`src/rtl/uart_bus_master.sv`:
```
// uart_bus_master: UART byte-command bridge acting as a native memory bus initiator.
// Optional bus timeout is compiled in by defining UART_BUS_MASTER_TIMEOUT_EN.
`timescale 1ns/1ps
module uart_bus_master #(
   parameter int TIMEOUT = 1024
) (
   input  logic        clk,
   input  logic        resetn,
   input  logic [7:0]  rx_data,
   input  logic        rx_valid,
   output logic [7:0]  tx_data,
   output logic        tx_valid,
   input  logic        tx_ready,
   output logic        mem_valid,
   output logic [31:0] mem_addr,
   output logic [31:0] mem_wdata,
   output logic [3:0]  mem_wstrb,
   input  logic        mem_ready,
   input  logic [31:0] mem_rdata,
   output logic        busy,
   output logic        err
);

   typedef enum logic [2:0] {
      S_IDLE,
      S_ADDR,
      S_DATA,
      S_BUS,
      S_RESP
   } state_t;

   state_t      r_state;
   state_t      w_next;
   logic [1:0]  r_cnt;
   logic        r_wr;
   logic [31:0] r_addr;
   logic [23:0] r_data;
   logic [31:0] r_mem_addr;
   logic [31:0] r_mem_wdata;
   logic [3:0]  r_mem_wstrb;
   logic [31:0] r_resp;
   logic [1:0]  r_rcnt;
   logic        r_err;

   logic        w_op_w;
   logic        w_op_r;
   logic        w_tx_fire;
   logic        w_tout;
   logic [31:0] w_addr_nxt;
   logic [31:0] w_data_nxt;

   assign w_op_w     = (rx_data == 8'h57);
   assign w_op_r     = (rx_data == 8'h52);
   assign w_tx_fire  = tx_valid && tx_ready;
   assign w_addr_nxt = {r_addr[23:0], rx_data};
   assign w_data_nxt = {r_data, rx_data};

`ifdef UART_BUS_MASTER_TIMEOUT_EN
   logic [15:0] r_tcnt;

   always_ff @(posedge clk or negedge resetn) begin
      if (!resetn) begin
         r_tcnt <= '0;
      end else if (r_state == S_BUS) begin
         r_tcnt <= r_tcnt + 16'd1;
      end else begin
         r_tcnt <= '0;
      end
   end

   // A ready in the expiry cycle wins over the timeout
   assign w_tout = (r_tcnt == 16'(TIMEOUT - 1)) && !mem_ready;
`else
   logic w_unused_timeout;
   assign w_unused_timeout = (TIMEOUT != 0);
   assign w_tout = 1'b0;
`endif

   always_ff @(posedge clk or negedge resetn) begin
      if (!resetn) begin
         r_state <= S_IDLE;
      end else begin
         r_state <= w_next;
      end
   end

   always_comb begin
      w_next = r_state;
      unique case (r_state)
         S_IDLE: begin
            if (rx_valid) begin
               w_next = (w_op_w || w_op_r) ? S_ADDR : S_RESP;
            end
         end
         S_ADDR: begin
            if (rx_valid && (r_cnt == 2'd3)) begin
               w_next = r_wr ? S_DATA : S_BUS;
            end
         end
         S_DATA: begin
            if (rx_valid && (r_cnt == 2'd3)) begin
               w_next = S_BUS;
            end
         end
         S_BUS: begin
            if (mem_ready || w_tout) begin
               w_next = S_RESP;
            end
         end
         S_RESP: begin
            if (w_tx_fire && (r_rcnt == 2'd0)) begin
               w_next = S_IDLE;
            end
         end
         default: w_next = S_IDLE;
      endcase
   end

   always_comb begin
      mem_valid = (r_state == S_BUS);
      tx_valid  = (r_state == S_RESP);
      busy      = (r_state != S_IDLE);
   end

   assign tx_data   = r_resp[31:24];
   assign mem_addr  = r_mem_addr;
   assign mem_wdata = r_mem_wdata;
   assign mem_wstrb = r_mem_wstrb;
   assign err       = r_err;

   always_ff @(posedge clk or negedge resetn) begin
      if (!resetn) begin
         r_cnt       <= '0;
         r_wr        <= 1'b0;
         r_addr      <= '0;
         r_data      <= '0;
         r_mem_addr  <= '0;
         r_mem_wdata <= '0;
         r_mem_wstrb <= '0;
         r_resp      <= '0;
         r_rcnt      <= '0;
         r_err       <= 1'b0;
      end else begin
         r_err <= 1'b0;
         unique case (r_state)
            S_IDLE: begin
               r_cnt <= '0;
               if (rx_valid) begin
                  r_wr <= w_op_w;
                  if (!(w_op_w || w_op_r)) begin
                     r_resp <= {8'h3F, 24'h0};
                     r_rcnt <= 2'd0;
                     r_err  <= 1'b1;
                  end
               end
            end
            S_ADDR: begin
               if (rx_valid) begin
                  r_addr <= w_addr_nxt;
                  r_cnt  <= r_cnt + 2'd1;
                  if ((r_cnt == 2'd3) && !r_wr) begin
                     r_mem_addr  <= {w_addr_nxt[31:2], 2'b00};
                     r_mem_wstrb <= 4'h0;
                  end
               end
            end
            S_DATA: begin
               if (rx_valid) begin
                  r_data <= w_data_nxt[23:0];
                  r_cnt  <= r_cnt + 2'd1;
                  if (r_cnt == 2'd3) begin
                     r_mem_addr  <= {r_addr[31:2], 2'b00};
                     r_mem_wdata <= w_data_nxt;
                     r_mem_wstrb <= 4'hF;
                  end
               end
            end
            S_BUS: begin
               if (mem_ready) begin
                  r_resp <= r_wr ? {8'h4B, 24'h0} : mem_rdata;
                  r_rcnt <= r_wr ? 2'd0 : 2'd3;
               end else if (w_tout) begin
                  r_resp <= {8'h54, 24'h0};
                  r_rcnt <= 2'd0;
                  r_err  <= 1'b1;
               end
            end
            S_RESP: begin
               if (w_tx_fire) begin
                  r_resp <= {r_resp[23:0], 8'h00};
                  r_rcnt <= r_rcnt - 2'd1;
               end
            end
            default: begin
               r_cnt <= '0;
            end
         endcase
      end
   end

endmodule

```
`config.mk`:
```
export PLATFORM = sky130hd
export DESIGN_NAME = uart_bus_master
export DESIGN_NICKNAME = d
export VERILOG_FILES = /design/src/rtl/uart_bus_master.sv
export SDC_FILE = /design/constraint.sdc
export NUM_CORES = 1
export LEC_CHECK = 0
export CAP_MARGIN = 20
export CORE_MARGIN = 10
export CORE_UTILIZATION = 35
export CTS_BUF_LIST = sky130_fd_sc_hd__clkbuf_16
export DETAILED_ROUTE_END_ITERATION = 8
export MAX_ROUTING_LAYER = met4
export PLACE_DENSITY = 0.55
export SYNTH_ARGS = -nofsm -noshare
export SYNTH_HDL_FRONTEND = slang
export SYNTH_SLANG_ARGS = --single-unit
```
`constraint.sdc`:
```
create_clock -name clk -period 4.3 [get_ports clk]
set_input_delay 0.86 -clock clk [delete_from_list [all_inputs] [get_ports clk]]
set_output_delay 0.86 -clock clk [all_outputs]
set_load 0.03 [all_outputs]
```
==> impl_metrics.json <==
{
  "status": "complete, no violations",
  "use_met2": 0.197,
  "grt_pass1_vias": 4615,
  "cts.path.max_buffers": 2,
  "regArea_um2": 4000,
  "port_buffers": 122,
  "routed_wirelength_um": 16000,
  "post_cts_buffers": 0,
  "power.density_nw_per_um2": 419,
  "yosysWarnings": 0,
  "grt_max_degree": 98,
  "vias_per_cell": 4.79,
  "timing.rr.start": "r_state[2]",
  "fmax_mhz": 272,
  "wl_per_cell_um": 17.6,
  "cts_resized": 0,
  "cts_buffers": 17,
  "setup_viol": 0,
  "ios": 125,
  "start_util": 0.357,
  "synth_ff_type": "dfrtp_1",
  "syn_area_um2": 6970,
  "min_path_cells": 2,
  "grt_antenna_before_repair": 0,
  "multiInputGateArea_um2": 2640,
  "h-tree-depth": 4,
  "max_slew_margin": 0.388,
  "timing.final.crit_share": 0.854,
  "fin_util": 0.459,
  "critPathLaunchType": "register",
  "rsz0062_at_grt": "no",
  "fin_worst_skew_ps": 7.45,
  "grt_pass1_wl_um": 25700,
  "whs_endpoint": "mem_addr[4]",
  "hp-start": "mem_addr[4]",
  "synth.ff_latch_count": 160,
  "nets": 678,
  "cp_max_fo": 20,
  "tritoncts": "built",
  "timing.final.max_slew_violations": 0,
  "die_h_um": 161,
  "firstDrtPassIters": 6,
  "fill_cells": 1834,
  "hold_path.class": "register to register",
  "synthDistinctLibCells": 41,
  "route.detailed.drc": 0,
  "clk_pin_slew_ps": 60,
  "die_w_um": 161,
  "setup_slack_ps": 628,
  "fp.dieArea_um2": 26000,
  "grt_overflow_total": 0,
  "antenna_left": 0,
  "netlist_top_cells_count": "dfrtp_1 (160), mux2_2 (91), mux2i_1 (45), nand2_1 (45), o21ai_0 (33)",
  "synth.area.top_cells": "dfrtp_1 (57%), mux2_2 (15%), mux2i_1 (6.5%)",
  "syn_inst": 526,
  "place_hpwl_um": 11000,
  "grt_use_met3": 0.0399,
  "end_kind": "output port",
  "ir_drop_mv": 0.268,
  "yosysTopAreaCellShare": 0.574,
  "track_usage": 0.128,
  "synth_top_cell_by_area": "dfrtp_1",
  "final_hold_viol_count": 0,
  "crit_arrival_ps": 2810,
  "drv_cap": 0,
  "reg2reg_depth": 7,
  "antenna_cells": 0,
  "async_reset_ff_frac": 1.00,
  "row_count": 51,
  "synth_edf_count": 0,
  "clk_latency_ps": 420,
  "p_leak_nw": 4.08,
  "required_ps": 3440,
  "reg2reg_to": "r_resp[18]",
  "path_class": "register to output port",
  "dp_slack_ps": 1070,
  "root_buffer": "clkbuf_16",
  "layout-drive-gt1-share": 0.239,
  "fin_crit_ps": 3670,
  "synth_area_per_cell_um2": 13.3,
  "busiest_layer": "met2",
  "clock-sinks": 160,
  "gp_routability_congestion": 0.745,
  "tightest_slew_ps": 919,
  "area_delta_synth_final_pct": 28.5,
  "yosysMostFrequentCell": "dfrtp_1",
  "core_area_um2": 19500,
  "drt_iter0_markers": 283,
  "gr-usage-met1": 0.158,
  "num_vias": 4355,
  "ctsHoldBuffers": 0,
  "r2r_slack_ps": 1580,
  "fin_tns_setup_ps": 0,
  "yosysSeqAreaShare": 0.574
}
layout make-up:
class / count / area share
repair buffers: 129 / 0.145
multi-input cells: 303 / 0.294
well taps: 265 / 0.0370
clock inverters: 15 / 0.0215
flip-flops and latches: 160 / 0.447
clock buffers: 17 / 0.0475
inverters: 20 / 0.00838
cells by family after synthesis:
family          count (synthesis)  synth area share
mux                           152             0.245
simple gates                   76            0.0553
compound gates                 69            0.0666
buf+inv                        64            0.0518
other cells                     1          0.000538
flops                         160             0.574
fa+ha+maj                       3           0.00502
xor+xnor                        1           0.00126
metal layers:
| metal | vias to the layer above | part of all wire |
|---|---|---|
| li1 | 2043 | - |
| met4 | 0 | 0.013 |
| met2 | 88 | 0.47 |
| met3 | 21 | 0.051 |
| met5 | - | 0 |
| met1 | 2203 | 0.46 |
where the power goes:
part / internal (mW) / switching (mW)
sequential: 1.56 / 0.0422
combinational: 0.239 / 0.335
clock: 0.969 / 0.614
worst max-delay path by stage:
| stage | to | startpoint | cells past startpoint |
|---|---|---|---|
| floorplan | tx_valid | r_state[1] | 5 |
| global placement | tx_valid | r_state[2] | 4 |
| detailed placement | tx_valid | r_state[2] | 4 |
| CTS | tx_valid | r_state[2] | 4 |
| global route | tx_valid | r_state[2] | 4 |
| finish | tx_valid | r_state[2] | 4 |
flip-flops by register name (all words and copies together), names as in the netlist, 2 cells and up:
register and flops:
r_addr 32, r_resp 32, r_data 24, r_state 3
mem_wdata 32, r_cnt 2, mem_addr 30, r_rcnt 2
cells in the final DEF (no fill, tap or decap), types with 3 or more instances in the layout:
| cell type | Yosys | routed |
|---|---|---|
| clkinv_2 | 0 | 3 |
| buf_4 | 18 | 5 |
| nor2b_1 | 7 | 7 |
| inv_1 | 19 | 21 |
| or3_1 | 3 | 3 |
| clkbuf_16 | 0 | 17 |
| mux2_4 | 15 | 15 |
| clkdlybuf4s50_1 | 0 | 121 |
| dfrtp_1 | 160 | 160 |
| mux2_2 | 91 | 91 |
| o21ai_0 | 33 | 33 |
| a22o_1 | 17 | 17 |
| nand2_1 | 45 | 45 |
| nor2_1 | 5 | 5 |
| o22ai_1 | 8 | 8 |
| a21oi_1 | 3 | 3 |
| mux2i_1 | 45 | 45 |
| bufinv_16 | 0 | 4 |
critical path, stage by stage, from the launching register on:
cell and delay (ps):
dfrtp_1 580, inv_1 160, or3_1 550, inv_2 350, clkdlybuf4s50_1 750
through the flow:
step	cell area, um^2	power [mW]	cells	hold slack, ps
floorplan	6980	2.05	527	477
global placement	8330	2.20	876	466
detailed placement	8330	2.21	876	469
CTS	8940	3.81	908	484
global route	8960	3.92	909	500
finish	8960	3.76	909	477
(Power assumes the default switching activity.)
